===== src/rtl/fu_alu_issue_queue_pkg.sv =====
// Shared types and default sizes for the ALU issue queue and its functional unit.
package fu_alu_issue_queue_pkg;

    localparam int XLEN        = 64;
    localparam int ID_W        = 4;
    localparam int IQ_PREG_W   = 6;
    localparam int IQ_NENTRIES = 4;
    localparam int IQ_NWB      = 2;

    typedef enum logic [3:0] {
        ALU_ADD  = 4'd0,
        ALU_SUB  = 4'd1,
        ALU_AND  = 4'd2,
        ALU_OR   = 4'd3,
        ALU_XOR  = 4'd4,
        ALU_SLL  = 4'd5,
        ALU_SRL  = 4'd6,
        ALU_SRA  = 4'd7,
        ALU_SLT  = 4'd8,
        ALU_SLTU = 4'd9,
        ALU_ADDW = 4'd10,
        ALU_SUBW = 4'd11
    } alu_op_t;

    typedef struct packed {
        logic [XLEN-1:0]      pc;
        logic [ID_W-1:0]      id;
        alu_op_t              op;
        logic [IQ_PREG_W-1:0] prd;
        logic [XLEN-1:0]      rs1val;
        logic [XLEN-1:0]      rs2val;
    } fu_input_t;

    typedef struct packed {
        logic [XLEN-1:0]      pc;
        logic [ID_W-1:0]      id;
        logic [IQ_PREG_W-1:0] prd;
        logic [XLEN-1:0]      rdval;
    } fu_output_t;

    typedef struct packed {
        logic                 valid;
        fu_input_t            uop;
        logic [IQ_PREG_W-1:0] prs1;
        logic [IQ_PREG_W-1:0] prs2;
        logic                 rs1_rdy;
        logic                 rs2_rdy;
    } iq_entry_t;

endpackage


===== src/rtl/fu_alu_issue_queue_if.sv =====
// Dispatch, writeback-broadcast and result bundle of the ALU issue queue.
interface fu_alu_issue_queue_if
    import fu_alu_issue_queue_pkg::*;
#(
    parameter int NWB    = IQ_NWB,
    parameter int PREG_W = IQ_PREG_W
) ();

    logic                           disp_valid_i;
    logic                           disp_ready_o;
    fu_input_t                      disp_uop_i;
    logic [PREG_W-1:0]              disp_prs1_i;
    logic [PREG_W-1:0]              disp_prs2_i;
    logic                           disp_rs1_rdy_i;
    logic                           disp_rs2_rdy_i;
    logic [NWB-1:0]                 wb_valid_i;
    logic [NWB-1:0][PREG_W-1:0]     wb_prd_i;
    logic [NWB-1:0][XLEN-1:0]       wb_val_i;
    logic                           res_valid_o;
    logic                           res_ready_i;
    fu_output_t                     res_o;

    modport master (
        output disp_valid_i, disp_uop_i, disp_prs1_i, disp_prs2_i,
               disp_rs1_rdy_i, disp_rs2_rdy_i,
               wb_valid_i, wb_prd_i, wb_val_i, res_ready_i,
        input  disp_ready_o, res_valid_o, res_o
    );

    modport slave (
        input  disp_valid_i, disp_uop_i, disp_prs1_i, disp_prs2_i,
               disp_rs1_rdy_i, disp_rs2_rdy_i,
               wb_valid_i, wb_prd_i, wb_val_i, res_ready_i,
        output disp_ready_o, res_valid_o, res_o
    );

endinterface


===== src/rtl/fu_alu.sv =====
// Combinational integer ALU; word ops sign-extend their 32-bit result to XLEN.
module fu_alu
    import fu_alu_issue_queue_pkg::*;
(
    input  fu_input_t  uop_i,
    output fu_output_t res_o
);

    localparam int SH_W = $clog2(XLEN);

    logic signed [XLEN-1:0] a_s;
    logic signed [XLEN-1:0] b_s;
    logic [SH_W-1:0]        shamt;
    logic [31:0]            w_sum;
    logic [31:0]            w_dif;
    logic [XLEN-1:0]        rdval;

    // Operation decode and result formation.
    always_comb begin
        a_s   = signed'(uop_i.rs1val);
        b_s   = signed'(uop_i.rs2val);
        shamt = uop_i.rs2val[SH_W-1:0];
        w_sum = uop_i.rs1val[31:0] + uop_i.rs2val[31:0];
        w_dif = uop_i.rs1val[31:0] - uop_i.rs2val[31:0];
        rdval = '0;
        case (uop_i.op)
            ALU_ADD:  rdval = uop_i.rs1val + uop_i.rs2val;
            ALU_SUB:  rdval = uop_i.rs1val - uop_i.rs2val;
            ALU_AND:  rdval = uop_i.rs1val & uop_i.rs2val;
            ALU_OR:   rdval = uop_i.rs1val | uop_i.rs2val;
            ALU_XOR:  rdval = uop_i.rs1val ^ uop_i.rs2val;
            ALU_SLL:  rdval = uop_i.rs1val << shamt;
            ALU_SRL:  rdval = uop_i.rs1val >> shamt;
            ALU_SRA:  rdval = a_s >>> shamt;
            ALU_SLT:  rdval = {{(XLEN-1){1'b0}}, (a_s < b_s)};
            ALU_SLTU: rdval = {{(XLEN-1){1'b0}}, (uop_i.rs1val < uop_i.rs2val)};
            ALU_ADDW: rdval = {{(XLEN-32){w_sum[31]}}, w_sum};
            ALU_SUBW: rdval = {{(XLEN-32){w_dif[31]}}, w_dif};
            default:  rdval = '0;
        endcase
        res_o.pc    = uop_i.pc;
        res_o.id    = uop_i.id;
        res_o.prd   = uop_i.prd;
        res_o.rdval = rdval;
    end

endmodule


===== src/rtl/fu_alu_iq_pick.sv =====
// Lowest-index priority encoder used to select the oldest ready queue entry.
module fu_alu_iq_pick #(
    parameter int N     = 4,
    parameter int IDX_W = 2
) (
    input  logic [N-1:0]     req,
    output logic             found,
    output logic [IDX_W-1:0] idx
);

    // Scan from the youngest slot down so the oldest requester is the last write.
    always_comb begin
        found = 1'b0;
        idx   = '0;
        for (int i = N - 1; i >= 0; i--) begin
            if (req[i]) begin
                found = 1'b1;
                idx   = IDX_W'(i);
            end
        end
    end

endmodule


===== src/rtl/fu_alu_issue_queue.sv =====
// Collapsing reservation station feeding the integer ALU with a registered result stage.
module fu_alu_issue_queue
    import fu_alu_issue_queue_pkg::*;
#(
    parameter int NENTRIES = IQ_NENTRIES,
    parameter int NWB      = IQ_NWB,
    parameter int PREG_W   = IQ_PREG_W
) (
    input  logic                  clk,
    input  logic                  rstn,
    input  logic                  flush_i,
    fu_alu_issue_queue_if.slave   bus
);

    localparam int IDX_W = (NENTRIES > 1) ? $clog2(NENTRIES) : 1;
    localparam int CNT_W = $clog2(NENTRIES + 1);

    iq_entry_t        ent_q [NENTRIES];
    iq_entry_t        ent_d [NENTRIES];
    iq_entry_t        wk    [NENTRIES+1];
    iq_entry_t        disp_raw;
    iq_entry_t        disp_woken;
    logic [CNT_W-1:0] cnt_q;
    logic [CNT_W-1:0] cnt_d;
    logic [CNT_W-1:0] tail;
    logic [NENTRIES-1:0] rdy_vec;
    logic             sel_found;
    logic [IDX_W-1:0] sel_idx;
    fu_input_t        sel_uop;
    fu_output_t       alu_out;
    fu_output_t       res_p1;
    logic             vld_p1;
    logic             disp_ready;
    logic             disp_fire;
    logic             issue;

    // Capture a broadcast value into any still-pending source; the lowest
    // matching port is applied last and therefore wins.
    function automatic iq_entry_t wake(
        input iq_entry_t                  e,
        input logic [NWB-1:0]             v,
        input logic [NWB-1:0][PREG_W-1:0] tag,
        input logic [NWB-1:0][XLEN-1:0]   val
    );
        iq_entry_t w;
        w = e;
        for (int p = NWB - 1; p >= 0; p--) begin
            if (!e.rs1_rdy && v[p] && (tag[p] == e.prs1)) begin
                w.rs1_rdy    = 1'b1;
                w.uop.rs1val = val[p];
            end
            if (!e.rs2_rdy && v[p] && (tag[p] == e.prs2)) begin
                w.rs2_rdy    = 1'b1;
                w.uop.rs2val = val[p];
            end
        end
        return w;
    endfunction

    // Readiness comes from registered state only, so a wakeup issues a cycle later.
    always_comb begin
        for (int i = 0; i < NENTRIES; i++) begin
            rdy_vec[i] = ent_q[i].valid && ent_q[i].rs1_rdy && ent_q[i].rs2_rdy;
        end
    end

    fu_alu_iq_pick #(
        .N     (NENTRIES),
        .IDX_W (IDX_W)
    ) u_pick (
        .req   (rdy_vec),
        .found (sel_found),
        .idx   (sel_idx)
    );

    // Route the selected entry to the ALU.
    always_comb begin
        sel_uop = ent_q[0].uop;
        for (int i = 0; i < NENTRIES; i++) begin
            if (IDX_W'(i) == sel_idx) begin
                sel_uop = ent_q[i].uop;
            end
        end
    end

    fu_alu u_alu (
        .uop_i (sel_uop),
        .res_o (alu_out)
    );

    assign disp_ready = (cnt_q < CNT_W'(NENTRIES));
    assign issue      = sel_found && (!vld_p1 || bus.res_ready_i) && !flush_i;
    assign disp_fire  = bus.disp_valid_i && disp_ready && !flush_i;
    assign tail       = cnt_q - CNT_W'(issue);

    // Incoming uop sees the same wakeup compare as the stored entries.
    always_comb begin
        disp_raw.valid   = 1'b1;
        disp_raw.uop     = bus.disp_uop_i;
        disp_raw.prs1    = bus.disp_prs1_i;
        disp_raw.prs2    = bus.disp_prs2_i;
        disp_raw.rs1_rdy = bus.disp_rs1_rdy_i;
        disp_raw.rs2_rdy = bus.disp_rs2_rdy_i;
        disp_woken       = wake(disp_raw, bus.wb_valid_i, bus.wb_prd_i, bus.wb_val_i);
    end

    // Next queue image: wake, collapse over the issued slot, append at the tail.
    always_comb begin
        for (int i = 0; i < NENTRIES; i++) begin
            wk[i] = wake(ent_q[i], bus.wb_valid_i, bus.wb_prd_i, bus.wb_val_i);
        end
        wk[NENTRIES] = '0;
        for (int i = 0; i < NENTRIES; i++) begin
            if (issue && (i >= int'(sel_idx))) begin
                ent_d[i] = wk[i+1];
            end else begin
                ent_d[i] = wk[i];
            end
            if (disp_fire && (CNT_W'(i) == tail)) begin
                ent_d[i] = disp_woken;
            end
        end
        cnt_d = cnt_q + CNT_W'(disp_fire) - CNT_W'(issue);
        if (flush_i) begin
            for (int i = 0; i < NENTRIES; i++) begin
                ent_d[i] = '0;
            end
            cnt_d = '0;
        end
    end

    // Queue storage and occupancy.
    always_ff @(posedge clk or negedge rstn) begin
        if (!rstn) begin
            for (int i = 0; i < NENTRIES; i++) begin
                ent_q[i] <= '0;
            end
            cnt_q <= '0;
        end else begin
            for (int i = 0; i < NENTRIES; i++) begin
                ent_q[i] <= ent_d[i];
            end
            cnt_q <= cnt_d;
        end
    end

    // ---- stage p1: registered ALU result, held while the consumer stalls ----
    always_ff @(posedge clk or negedge rstn) begin
        if (!rstn) begin
            vld_p1 <= 1'b0;
            res_p1 <= '0;
        end else if (flush_i) begin
            vld_p1 <= 1'b0;
        end else if (issue) begin
            vld_p1 <= 1'b1;
            res_p1 <= alu_out;
        end else if (bus.res_ready_i) begin
            vld_p1 <= 1'b0;
        end
    end

    assign bus.disp_ready_o = disp_ready;
    assign bus.res_valid_o  = vld_p1;
    assign bus.res_o        = res_p1;

endmodule


===== src/flat_wrapper.sv =====
// flat-port wrapper written by rule: the top's interface ports become plain ports
module fu_alu_issue_queue_flat import fu_alu_issue_queue_pkg::*;
#(
    parameter int NENTRIES = IQ_NENTRIES,
    parameter int NWB      = IQ_NWB,
    parameter int PREG_W   = IQ_PREG_W
)
  (clk, rstn, flush_i, bus_disp_valid_i, bus_disp_uop_i, bus_disp_prs1_i, bus_disp_prs2_i, bus_disp_rs1_rdy_i, bus_disp_rs2_rdy_i, bus_wb_valid_i, bus_wb_prd_i, bus_wb_val_i, bus_res_ready_i, bus_disp_ready_o, bus_res_valid_o, bus_res_o);
  fu_alu_issue_queue_if #(.NWB(NWB), .PREG_W(PREG_W)) bus_i ();
  input  logic clk;
  input  logic rstn;
  input  logic flush_i;
  input wire logic [$bits(bus_i.disp_valid_i)-1:0] bus_disp_valid_i;
  input wire logic [$bits(bus_i.disp_uop_i)-1:0] bus_disp_uop_i;
  input wire logic [$bits(bus_i.disp_prs1_i)-1:0] bus_disp_prs1_i;
  input wire logic [$bits(bus_i.disp_prs2_i)-1:0] bus_disp_prs2_i;
  input wire logic [$bits(bus_i.disp_rs1_rdy_i)-1:0] bus_disp_rs1_rdy_i;
  input wire logic [$bits(bus_i.disp_rs2_rdy_i)-1:0] bus_disp_rs2_rdy_i;
  input wire logic [$bits(bus_i.wb_valid_i)-1:0] bus_wb_valid_i;
  input wire logic [$bits(bus_i.wb_prd_i)-1:0] bus_wb_prd_i;
  input wire logic [$bits(bus_i.wb_val_i)-1:0] bus_wb_val_i;
  input wire logic [$bits(bus_i.res_ready_i)-1:0] bus_res_ready_i;
  output wire logic [$bits(bus_i.disp_ready_o)-1:0] bus_disp_ready_o;
  output wire logic [$bits(bus_i.res_valid_o)-1:0] bus_res_valid_o;
  output wire logic [$bits(bus_i.res_o)-1:0] bus_res_o;
  assign bus_i.disp_valid_i = bus_disp_valid_i;
  assign bus_i.disp_uop_i = bus_disp_uop_i;
  assign bus_i.disp_prs1_i = bus_disp_prs1_i;
  assign bus_i.disp_prs2_i = bus_disp_prs2_i;
  assign bus_i.disp_rs1_rdy_i = bus_disp_rs1_rdy_i;
  assign bus_i.disp_rs2_rdy_i = bus_disp_rs2_rdy_i;
  assign bus_i.wb_valid_i = bus_wb_valid_i;
  assign bus_i.wb_prd_i = bus_wb_prd_i;
  assign bus_i.wb_val_i = bus_wb_val_i;
  assign bus_i.res_ready_i = bus_res_ready_i;
  assign bus_disp_ready_o = bus_i.disp_ready_o;
  assign bus_res_valid_o = bus_i.res_valid_o;
  assign bus_res_o = bus_i.res_o;
  fu_alu_issue_queue #(.NENTRIES(NENTRIES), .NWB(NWB), .PREG_W(PREG_W)) u_core (.clk(clk), .rstn(rstn), .flush_i(flush_i), .bus(bus_i));
endmodule

===== config.mk =====
export PLATFORM = sky130hd
export DESIGN_NAME = fu_alu_issue_queue_flat
export DESIGN_NICKNAME = d
export VERILOG_FILES = /design/src/rtl/fu_alu_issue_queue_pkg.sv /design/src/rtl/fu_alu_issue_queue_if.sv /design/src/rtl/fu_alu.sv /design/src/rtl/fu_alu_iq_pick.sv /design/src/rtl/fu_alu_issue_queue.sv /design/src/flat_wrapper.sv
export SDC_FILE = /design/constraint.sdc
export NUM_CORES = 2
export LEC_CHECK = 0
export CORE_MARGIN = 2
export CORE_UTILIZATION = 40
export CTS_CLUSTER_DIAMETER = 50
export DETAILED_ROUTE_END_ITERATION = 12
export MAX_ROUTING_LAYER = met4
export PLACE_DENSITY = 0.62
export SLEW_MARGIN = 30
export SYNTH_ARGS = -nofsm -noshare
export SYNTH_HDL_FRONTEND = slang
export SYNTH_SLANG_ARGS = --single-unit

===== constraint.sdc =====
create_clock -name clk -period 7.2 [get_ports clk]
set_clock_uncertainty 0.2 [all_clocks]
set_input_delay 1.08 -clock clk [delete_from_list [all_inputs] [get_ports clk]]
set_output_delay 1.08 -clock clk [all_outputs]
set_load 0.01 [all_outputs]

==> flow_summary_export.csv <==
group,metric,value,unit
global_routing,grt_pass1_vias,90300,
floorplanning,die_h,467,um
outcome,status,"finished, final reports clean",
critical_path,start_kind,"register",
finish,multi_input_area,55100,um2
routing,drtIter0Drc,14700,
power_and_ir_drop,powerDensity,279,nW/um2
floorplanning,die-area,218000,um2
routing,routed_wl,475000,um
synthesis,synth_flop_cell,"dfrtp_1",
place,port_buffers,506,
power_and_ir_drop,p_leak,43.9,nW
floorplanning,top_level_ports,507,
floorplanning,fp.dieW,467,um
global_routing,grt_max_degree,179,
critical_path,cp.required,7680,ps
critical_path,crit_path_max_incr_delay,660,ps
routing,routed-via-count,96600,
finish,fin_nets,11700,
synthesis,avgSynthCellArea,7.71,um2
flow_run,cap_violations,0,
clock_network,cts-buffers-inserted,151,
sta,slew_violations,0,
routing,firstDrtPassIters,8,
global_routing,grt_pass1_wl,674000,um
critical_path,cpMaxStageDelayCell,"o211ai_4",
routing,viasPerCell,6.80,
sta,rsz0062_at_grt,"false",
sta,hold_viol,0,
floorplanning,coreArea,213000,um2
synthesis,syn-num-nets,11700,
hold_path,min_path_type,"input port to asynchronous set/reset pin",
clock_network,root_buffer,"clkbuf_16",
critical_path,crit_top_cell,"o21ai_0",
sta,maxSlewHeadroom,16.2,%
synthesis,ys_types,90,
clock_network,cts_tree,"done",
place,place_congestion,1.08,
synthesis,netlist_area,85800,um2
synthesis,netlist_instances,11100,
clock_network,holdBufCountCts,0,
power_and_ir_drop,vdd_drop_max,255,uV
global_routing,grtUsageTotal,43.1,%
global_routing,grt_antenna_before_repair,104,
critical_path,worstPathMaxFanout,40,
clock_network,clk_latency,850,ps
routing,drc,0,
sta,min_period,6620,ps
critical_path,cp_cell_sequence,"and3_1, o211ai_4, buf_12, buf_4, a22oi_1, ha_1, a21oi_1, o21ai_0, a21oi_1, o21ai_0, nor2b_1, or4b_1, a32oi_1, buf_4, mux2_2, a2111oi_0, a21boi_0, o21ai_0",
synthesis,ys.warnings.count,0,
sta,max_freq,0.151,GHz
floorplanning,row_count,169,
synthesis,ys_seq_area_share,29.9,%
floorplanning,start_util,40.3,%
place,dp_slack,769,ps
global_routing,grt_overflow,0,
critical_path,path_class,"register to register",
sta,setup_viol,0,
clock_network,max-clock-path-buffers,3,
finish,final_cells,14200,
clock_network,h-tree-depth,4,
sta,fin_crit_sh,91.9,%
finish,regArea,25700,um2
routing,wl_per_cell,33.4,um
sta,tightest_slew,1260,ps
synthesis,ys_ff_latch,1026,
place,place.detailed.hpwl,329000,um
routing,final_antenna_net_count,0,
finish,syn_to_final_growth,17.8,%
synthesis,async_flop_share,100,%
finish,drive_gt1_share,8.90,%
clock_network,postCtsSetupRepairBufs,0,
place,dpl.cell_count,13800,
clock_network,cts_resized,0,
critical_path,cp.arrival,7100,ps
sta,fin_hold_ws,94.9,ps
sta,setup_slack,584,ps
clock_network,clkSlewWorstSetupHoldPaths,60,ps
finish,fill_cells,20900,
clock_network,clkSinkCount,1026,
synthesis,synth_edf_count,0,
critical_path,end_kind,"register",
-- flip-flops by register name, summed over array words and instances, names as in the netlist --
| register | count |
|---|---|
| u_core.ent_q | 884 |
| u_core.bus.res_o | 138 |
| u_core.cnt_q | 3 |
| u_core.bus.res_valid_o | 1 |
-- worst max-delay path: cells and delay by family, from the launching register on --
kind	cells	cell delay, ps
buffers and inverters	3	840
multiplexers	1	510
flip-flops	1	440
AO/OA/AOI/OAI	10	2750
AND/OR/NAND/NOR	3	1090
adder cells (fa/ha/maj)	1	560
-- power breakdown --
group | internal (W) | switching, W | leakage (nW)
registers | 0.00640 | 0.000500 | 14.1
logic | 0.00427 | 0.00897 | 27.2
clock network | 0.00489 | 0.00317 | 2.60
-- synthesized netlist by cell type (18+ instances only) --
cell type	count	area [um2]
nand2_1	1446	5430
nor2_1	1223	4590
mux2i_1	1043	10400
dfrtp_1	1026	25700
clkbuf_1	953	3580
o21ai_0	946	4730
a21oi_1	945	4730
o211ai_1	376	2820
a311oi_1	254	2220
a211oi_1	249	1870
inv_1	199	747
ha_1	197	2460
nand3_1	177	886
a22o_1	172	1510
buf_1	153	574
o22ai_1	136	851
a22oi_1	113	848
nor3b_1	107	803
o31ai_1	100	751
buf_2	94	470
xnor2_1	93	815
nor3_1	91	455
a32oi_1	78	683
a221oi_1	77	674
a21o_1	75	563
nand4b_1	74	648
xor2_1	59	517
a31oi_1	57	357
nand4_1	52	325
nor4_1	44	275
o21bai_1	41	308
and3_1	32	200
mux2_2	32	360
nor2b_1	32	200
o221ai_1	26	228
a2111oi_0	20	175
and2_1	20	125
o21a_1	19	143
or3_1	19	119
nand2b_1	18	113
-- layout by cell type (no fill, tap or decap), drive strengths merged, types with 213 or more instances in the layout --
master | netlist | routed
mux2i | 1044 | 1044
inv | 203 | 213
dfrtp | 1026 | 1026
nor2 | 1224 | 1224
buf | 256 | 589
a311oi | 254 | 254
o211ai | 378 | 378
a211oi | 249 | 249
o21ai | 950 | 950
clkdlybuf4s50 | 0 | 504
nand2 | 1446 | 1446
a21oi | 945 | 945
-- worst paths after layout --
check	start	endpoint	slack, ps	depth (start not counted)
worst max-delay path	u_core.ent_q[0]	u_core.bus.res_o[61]	580	18
worst min-delay path	rstn	u_core.bus.res_o[87]	90	1
worst max register to register	u_core.ent_q[0]	u_core.bus.res_o[61]	580	18
worst min register to register	u_core.ent_q[778]	u_core.ent_q[778]	270	2
max in group asynchronous	rstn	u_core.ent_q[648]	4870	3
min in group clk	u_core.ent_q[778]	u_core.ent_q[778]	270	2
-- per-stage QoR --
stage | area, um2 | utilization [%] | power (W) | TNS [ps]
after global routing | 101000 | 47.5 | 0.0290 | 0
after floorplan | 85800 | - | 0.0135 | 0
after global placement | 95200 | 44.7 | 0.0196 | -127
final | 101000 | 47.5 | 0.0282 | 0
after CTS | 101000 | 47.3 | 0.0277 | 0
after detailed placement | 95300 | 44.8 | 0.0196 | 0
-- cells by family (layout without fill, tap and decap cells) --
group	after synthesis	in the layout	share of synthesized area, %
AO/OA/AOI/OAI	3856	3856	29.3
AND/OR/NAND/NOR	3385	3385	17.0
buffers and inverters	1414	1576	6.37
multiplexers	1089	1089	12.9
flip-flops	1026	1026	29.9
adder cells (fa/ha/maj)	200	200	2.94
XOR/XNOR	152	152	1.55
other	0	103	0
-- area by class of cell --
class                   count  share of cell area [%]
repair buffers           1094                    10.2
multi-input cells        8682                    54.5
clock buffers             200                    4.28
inverters                 205                   0.769
clock inverters            77                    1.08
diodes                    103                   0.255
well taps                2821                    3.49
flip-flops and latches   1026                    25.4
-- per-layer routing --
metal,vias up,wire (um),track usage (%)
li1,41000,-,-
met1,47600,194000,56.8
met2,6827,201000,61.3
met3,1140,57800,12.3
met4,0,23200,18.2
met5,-,0,-
Power figures use the tool's default switching activity.
